**config.mk**
```make
export PLATFORM = sky130hd
export DESIGN_NAME = opr_arbiter
export DESIGN_NICKNAME = d
export VERILOG_FILES = /design/src/rtl/opr_arbiter.sv
export SDC_FILE = /design/constraint.sdc
export NUM_CORES = 1
export LEC_CHECK = 0
export ABC_AREA = 1
export BUFFER_PORTS_ARGS = -buffer_cell sky130_fd_sc_hd__buf_2
export CORE_ASPECT_RATIO = 0.7
export CORE_UTILIZATION = 61
export DETAILED_ROUTE_END_ITERATION = 8
export GPL_TIMING_DRIVEN = 0
export MAX_ROUTING_LAYER = met4
export PLACE_DENSITY = 0.82
export SYNTH_ARGS = -nofsm -noshare
export SYNTH_HDL_FRONTEND = slang
export SYNTH_SLANG_ARGS = --single-unit
```
**constraint.sdc**
```tcl
create_clock -name clk -period 8.7 [get_ports clk]
set_clock_uncertainty 0.05 [all_clocks]
set_input_delay 0.87 -clock clk [delete_from_list [all_inputs] [get_ports clk]]
set_output_delay 0.87 -clock clk [all_outputs]
set_load 0.02 [all_outputs]
```
**src/rtl/opr_arbiter.sv**
```systemverilog
// opr_arbiter: two-requester round-robin front end for the shared `operators`
// datapath. One operation is in flight at a time; results come back tagged
// with the requester id.
// Optional feature: define OPR_ARB_STATS_EN to add the stat0/stat1 per-requester
// delivered-result counters (8-bit, saturating).

module operators #(
  parameter int NBIT = 4
) (
  input  logic [NBIT-1:0] a,
  input  logic [NBIT-1:0] b,
  output logic [NBIT:0]   sum,
  output logic [NBIT:0]   sub,
  output logic [NBIT:0]   multi,
  output logic [NBIT:0]   div,
  output logic [NBIT:0]   mod,
  output logic [NBIT:0]   square
);
  logic [2*NBIT-1:0] prod;
  logic [2*NBIT-1:0] sq;
  logic [NBIT-1:0]   quo;
  logic [NBIT-1:0]   rem;

  assign prod   = {{NBIT{1'b0}}, a} * {{NBIT{1'b0}}, b};
  assign sq     = {{NBIT{1'b0}}, a} * {{NBIT{1'b0}}, a};
  // Zero divisor yields 0 here; the arbiter flags it as an error anyway.
  assign quo    = (b == '0) ? '0 : a / b;
  assign rem    = (b == '0) ? '0 : a % b;
  assign sum    = {1'b0, a} + {1'b0, b};
  assign sub    = {1'b0, a} - {1'b0, b};
  assign multi  = prod[NBIT:0];
  assign square = sq[NBIT:0];
  assign div    = {1'b0, quo};
  assign mod    = {1'b0, rem};
endmodule

module opr_arbiter #(
  parameter int NBIT = 4
) (
  input  logic            clk,
  input  logic            rstn,
  input  logic            req0_valid,
  output logic            req0_ready,
  input  logic [2:0]      req0_op,
  input  logic [NBIT-1:0] req0_a,
  input  logic [NBIT-1:0] req0_b,
  input  logic            req1_valid,
  output logic            req1_ready,
  input  logic [2:0]      req1_op,
  input  logic [NBIT-1:0] req1_a,
  input  logic [NBIT-1:0] req1_b,
  output logic            res_valid,
  input  logic            res_ready,
  output logic [NBIT:0]   res_data,
  output logic            res_id,
  output logic            res_err
`ifdef OPR_ARB_STATS_EN
  ,
  output logic [7:0]      stat0,
  output logic [7:0]      stat1
`endif
);
  typedef enum logic [1:0] {IDLE, EXEC, HOLD} state_t;

  state_t          state;
  logic            last_grant;
  logic [2:0]      op_q;
  logic [NBIT-1:0] a_q;
  logic [NBIT-1:0] b_q;
  logic            id_q;

  logic            any_valid;
  logic            gnt_id;
  logic [NBIT:0]   sum, sub, multi, div, mod, square;
  logic [NBIT:0]   sel_data;
  logic            sel_err;

  operators #(.NBIT(NBIT)) u_operators (
    .a(a_q), .b(b_q),
    .sum(sum), .sub(sub), .multi(multi), .div(div), .mod(mod), .square(square)
  );

  // Round-robin pick: under contention the requester that did not win last time
  // gets the slot; a lone requester always wins.
  assign any_valid  = req0_valid | req1_valid;
  assign gnt_id     = (req0_valid & req1_valid) ? ~last_grant : req1_valid;
  // Ready is gated by rstn so nothing looks accepted while reset is held.
  assign req0_ready = rstn & (state == IDLE) & any_valid & ~gnt_id;
  assign req1_ready = rstn & (state == IDLE) & any_valid &  gnt_id;

  // Opcode selects a datapath output; illegal ops and zero divisors force 0/err.
  always_comb begin
    sel_data = '0;
    sel_err  = 1'b0;
    case (op_q)
      3'd0: sel_data = sum;
      3'd1: sel_data = sub;
      3'd2: sel_data = multi;
      3'd3: if (b_q == '0) sel_err = 1'b1; else sel_data = div;
      3'd4: if (b_q == '0) sel_err = 1'b1; else sel_data = mod;
      3'd5: sel_data = square;
      default: sel_err = 1'b1;
    endcase
  end

  // Sequencer: accept in IDLE, settle one cycle in EXEC, present in HOLD.
  always_ff @(posedge clk or negedge rstn) begin
    if (!rstn) begin
      state      <= IDLE;
      last_grant <= 1'b1;
      op_q       <= '0;
      a_q        <= '0;
      b_q        <= '0;
      id_q       <= 1'b0;
      res_valid  <= 1'b0;
      res_data   <= '0;
      res_id     <= 1'b0;
      res_err    <= 1'b0;
    end else begin
      case (state)
        IDLE: begin
          if (any_valid) begin
            op_q       <= gnt_id ? req1_op : req0_op;
            a_q        <= gnt_id ? req1_a  : req0_a;
            b_q        <= gnt_id ? req1_b  : req0_b;
            id_q       <= gnt_id;
            last_grant <= gnt_id;
            state      <= EXEC;
          end
        end
        EXEC: begin
          res_data  <= sel_data;
          res_id    <= id_q;
          res_err   <= sel_err;
          res_valid <= 1'b1;
          state     <= HOLD;
        end
        HOLD: begin
          if (res_ready) begin
            res_valid <= 1'b0;
            state     <= IDLE;
          end
        end
        default: state <= IDLE;
      endcase
    end
  end

`ifdef OPR_ARB_STATS_EN
  // Per-requester count of delivered results, sticking at 255.
  always_ff @(posedge clk or negedge rstn) begin
    if (!rstn) begin
      stat0 <= '0;
      stat1 <= '0;
    end else if (res_valid && res_ready) begin
      if (!res_id && stat0 != 8'hFF) stat0 <= stat0 + 8'd1;
      if ( res_id && stat1 != 8'hFF) stat1 <= stat1 + 8'd1;
    end
  end
`endif

endmodule

```
Word level (Yosys, flattened, before mapping)
Index checks and enable logic that the tools add are counted.

word-level totals
  input bits = 27
  output and inout bits = 10
  register bits = 23
  logic and storage cells = 56

cells by class
  divide/modulo/power cells = 2
  $add $sub $neg = 2
  muxes and demuxes = 14
  equality and inequality tests = 9
  reduce and logical (&&, ||, !) cells = 9
  bitwise operators = 8
  multiply operators = 2

operator list
  cell                                                                   number
  5-bit one-hot mux with 6 select lines                                  1
  4-bit 2-to-1 mux                                                       4
  4-bit by 4-bit multiplier with 5-bit output                            2
  3-bit by 2-bit equality test with 1-bit output, second input constant  2
  3-bit equality test, second input constant                             2
  2-bit one-hot mux with 3 select lines                                  1
  2-bit AND reduction                                                    3
  4-bit by 4-bit adder with 5-bit output                                 1
  1-bit AND                                                              5
  4-bit by 4-bit subtractor with 5-bit output                            1
  4-bit by 4-bit divider with 4-bit output                               1
  4-bit zero test                                                        1
  4-bit by 4-bit modulo with 4-bit output                                1
  2-bit 2-to-1 mux                                                       2
  2-bit inequality test, second input constant                           2
  1-bit one-hot mux with 2 select lines                                  2
  4-bit OR reduction                                                     1
  3-bit by 1-bit equality test with 1-bit output, second input constant  1
  3-bit zero test                                                        1
  1-bit 2-to-1 mux                                                       3
  3-bit 2-to-1 mux                                                       1
  2-bit by 1-bit equality test with 1-bit output, second input constant  1
  2-bit equality test, second input constant                             1
  2-bit zero test                                                        1
  other kinds (4)                                                        5

Longest topological paths before layout
  word-level depth = 4
  mapped depth = 31

By module
From an unflattened synthesis, not the netlist that was laid out.

unflattened totals
  cells, all modules = 357
  area, all modules = 2496.1 um^2

by module, submodules not included
  module       cells each  area each (um^2)  seq. area each (um^2)  instances
  opr_arbiter  187         1326.3            576.8                  1
  operators    170         1169.9            0.0                    1

Worst setup path after synthesis
OpenSTA, ideal clock, no wires.

  path kind = reg-to-reg
  from = reg b_q[0]
  to = reg res_data[0]
  stages on the path, launching flop included = 31
  setup time = 0.116 ns
  setup slack = 4.789 ns
  arrival time = 3.745 ns
  cells stage by stage = dfrtp_1 > inv_1 > ha_1 > inv_1 > nand2_1 > nand3_1 > nand2_1 > nand2_1 > ha_1 > nand2_1 > nand3_1 > nand2_2 > inv_1 > nand2_1 > and2_1 > ha_1 > inv_1 > nor2_1 > nand3_1 > nand3_2 > nand2_1 > o21ai_2 > inv_1 > fa_1 > nand3b_1 > nand3_1 > o21ai_0 > nand2_1 > nand3_1 > nand2_1 > nand2_1

between the ends
  longest elaborated chain between the ends = 3

ends and longest elaborated chain
  what                                                                   RTL line  text
  start: declaration                                                     69        logic [NBIT-1:0] b_q;
  start signal: assignment                                               125       b_q <= gnt_id ? req1_b : req0_b;
  4-bit by 4-bit modulo with 4-bit output, or another cell as far along  28        assign rem = (b == '0) ? '0 : a % b;
  4-bit 2-to-1 mux, on equally long branches                             100, 99
  5-bit one-hot mux with 6 select lines *                                95        case (op_q)
  end signal: assignment                                                 132       res_data <= sel_data;
  end: declaration                                                       54        output logic [NBIT:0] res_data,

Mark *: on every way between the ends. The rest lies on a longest branch, timed or not.
A chain may end at the register's enable or synchronous reset.

Worst setup path in the final report
  from = reg b_q[0]
  to = reg res_data[2]

The elaborated chain is that of the path after synthesis.

==> impl_metrics.env <==
export IMPL_status="complete, no violations"
export IMPL_seq_area_frac_synth_pct=25.8
export IMPL_cp_top_family="simple AND/OR/NAND/NOR gates"
export IMPL_rsz0062_at_grt="no"
export IMPL_start_util_pct=67.4
export IMPL_diodes=0
export IMPL_drt_iter0_drc=146
export IMPL_synth_area_um2=2240
export IMPL_cts_buffers=3
export IMPL_wl_per_cell_um=13.1
export IMPL_fp_dieW_um=74.4
export IMPL_antenna_found_initial=0
export IMPL_cts_tree="built"
export IMPL_clkSinkCount=23
export IMPL_fmax_mhz=214
export IMPL_finalCriticalPeriod_ps=4670
export IMPL_crit_path_end_kind="register"
export IMPL_grt_max_degree=25
export IMPL_grt_total_usage_pct=30.8
export IMPL_ys_types=35
export IMPL_std_cell_rows=17
export IMPL_required_ps=8860
export IMPL_core_area_um2=3320
export IMPL_gp_congestion=0.897
export IMPL_cap_violations=0
export IMPL_wl_um=5310
export IMPL_synth_flop_cell="dfrtp_1"
export IMPL_drive_gt1_share_pct=17.1
export IMPL_htree_levels=1
export IMPL_syn_nets=373
export IMPL_final_nets=414
export IMPL_startpoint_type="register"
export IMPL_io_pins=37
export IMPL_critPathMaxStageDelay_ps=520
export IMPL_yosysWarnings=0
export IMPL_ant_nets=0
export IMPL_crit_arrival_ps=4840
export IMPL_syn_area_per_cell_um2=7.05
export IMPL_worst_pin_slew_ps=523
export IMPL_synth_cells=317
export IMPL_grt_pass1_vias=1979
export IMPL_synthXorXnorAreaFrac_pct=3.92
export IMPL_hold_viol_final=0
export IMPL_layout_worst_path_cycle_share_pct=53.7
export IMPL_setup_violations=0
export IMPL_grt_pass1_wl_um=8740
export IMPL_finalSetupTns_ps=0
export IMPL_rrSetupSlack_ps=4030
export IMPL_vias=2184
export IMPL_die_area_um2=3920
export IMPL_n_fill_cell=282
export IMPL_dp_hpwl_um=4360
export IMPL_insertion_delay_ps=270
export IMPL_path_class="reg -> reg"
export IMPL_async_reset_ff_share_pct=100
export IMPL_drv_slew=0
export IMPL_syn_to_final_growth_pct=12.8
export IMPL_dr_pass1_iters=7
export IMPL_cts_resized=0
export IMPL_cts_hold_buf=0
export IMPL_synth_fa_ha_area_share_pct=18.2
export IMPL_synth_edf_count=0
export IMPL_critical_path_max_fanout=7
export IMPL_slowest_stage="dfrtp_1"
export IMPL_synth_top_area_share_pct=24.6
export IMPL_crit_path_frequent_cell="nand2_1"
export IMPL_avgViaCountPerCell=5.41
export IMPL_postCtsSetupRepairBufs=0
export IMPL_io_buffers=36
export IMPL_drcViolationCount=0
export IMPL_root_buffer="clkbuf_8"
export IMPL_cts_buffer_depth=2
export IMPL_synth_area_leader_cell="dfrtp_1"
export IMPL_holdCritPathClass="reg -> reg"
export IMPL_synth_top_family_by_area="simple AND/OR/NAND/NOR gates"
export IMPL_synth_area_top_cells="dfrtp_1, nand2_1, ha_1, inv_1, fa_1"
export IMPL_synth_mux_area_share_pct=0
export IMPL_relSlewSlack_pct=65.1
export IMPL_ys_seq_elements=23
export IMPL_yosys_area_share_simple_pct=28.1
export IMPL_gr_total_overflow=0
export IMPL_clk_pin_slew_ps=80
export IMPL_crit_buf_inv=5
export IMPL_synth_compound_area_share_pct=13.7
export IMPL_die_h_um=52.7
[metrics by stage]
step	std cells	setup WS (ps)	utilization (%)	hold WS [ps]	area (um2)
6_report	404	4030	76.0	417	2520
5_1_grt	404	3570	76.0	432	2520
4_1_cts	404	4090	76.0	417	2520
3_5_place_dp	400	4130	74.6	405	2470
3_3_place_gp	400	4200	74.6	407	2470
2_1_floorplan	317	4790	-	392	2240
[cell families after synthesis]
kind of cell / Yosys count
compound gates: 53
xor+xnor: 10
fa+ha+maj: 29
buf+inv: 58
flops: 23
simple gates: 144
[worst register-to-register path, delay by kind of cell (launching register included)]
| family | cells | cell delay [ps] |
|---|---|---|
| AO/OA/AOI/OAI | 1 | 90 |
| adder cells (fa/ha/maj) | 4 | 1320 |
| buffers and inverters | 5 | 480 |
| flip-flops | 1 | 520 |
| AND/OR/NAND/NOR | 20 | 2120 |
[layout by cell type (no fill, tap or decap), types with 2 or more instances in the layout]
cell / count
nor3_1: 4
xnor2_1: 5
clkbuf_1: 2
a21o_1: 2
o22ai_1: 10
nand4_1: 3
fa_1: 6
nor2_4: 2
inv_2: 3
o21ai_0: 23
o21ai_2: 4
nand3_2: 2
dfrtp_1: 22
nand2_1: 79
buf_2: 38
nand3_1: 21
nor2_1: 25
clkbuf_8: 3
inv_1: 48
xor2_1: 5
nand2_2: 3
ha_1: 23
a21oi_1: 10
[path summary, 6_finish.rpt]
check	start	endpoint	cells past startpoint
setup / recovery	b_q[0]$_DFFE_PN0P_	res_data[2]$_DFFE_PN0P_	30
hold / removal	last_grant$_DFFE_PN1P_	last_grant$_DFFE_PN1P_	2
setup reg to reg	b_q[0]$_DFFE_PN0P_	res_data[2]$_DFFE_PN0P_	30
hold reg to reg	last_grant$_DFFE_PN1P_	last_grant$_DFFE_PN1P_	2
max in group asynchronous	rstn	last_grant$_DFFE_PN1P_	1
min in group asynchronous	rstn	res_data[0]$_DFFE_PN0P_	1
[layer usage]
metal  vias to the layer above  part of all wire, %  track usage, %
met2                        67                   44            47.3
met3                        10                  4.7            5.19
met4                         0                  1.2            5.97
met1                      1005                   50            42.9
li1                       1102                    -               -
met5                         -                    0               -
[sequential cells by signal (all words and copies together), names as in the netlist]
name,cells
state,2
id_q,1
last_grant,1
res_err,1
res_id,1
a_q,4
res_valid,1
b_q,4
res_data,5
op_q,3
[synthesized netlist by cell type, types with 2 or more instances]
cell type / instances
nand2_1: 79
xnor2_1: 5
o21ai_2: 4
dfrtp_1: 22
xor2_1: 5
nand3_1: 21
nor2_1: 25
inv_1: 48
ha_1: 23
nor3_1: 4
inv_2: 3
nand2_2: 3
o21ai_0: 23
buf_2: 2
a21oi_1: 10
clkbuf_1: 2
fa_1: 6
nor2_4: 2
a21o_1: 2
nand4_1: 3
o22ai_1: 10
nand3_2: 2
[cell type report]
cell class | count | area [um2] | area share [%]
flip-flops and latches | 23 | 577 | 22.9
clock buffers | 3 | 41.3 | 1.64
well taps | 47 | 58.8 | 2.33
plain buffers | 6 | 33.8 | 1.34
multi-input cells | 236 | 1430 | 56.7
inverters | 52 | 195 | 7.74
repair buffers | 36 | 180 | 7.15
clock inverters | 1 | 5.00 | 0.199
Power is not shown: default switching activity piles up to over one toggle a cycle in this logic, so the estimate is an artifact.
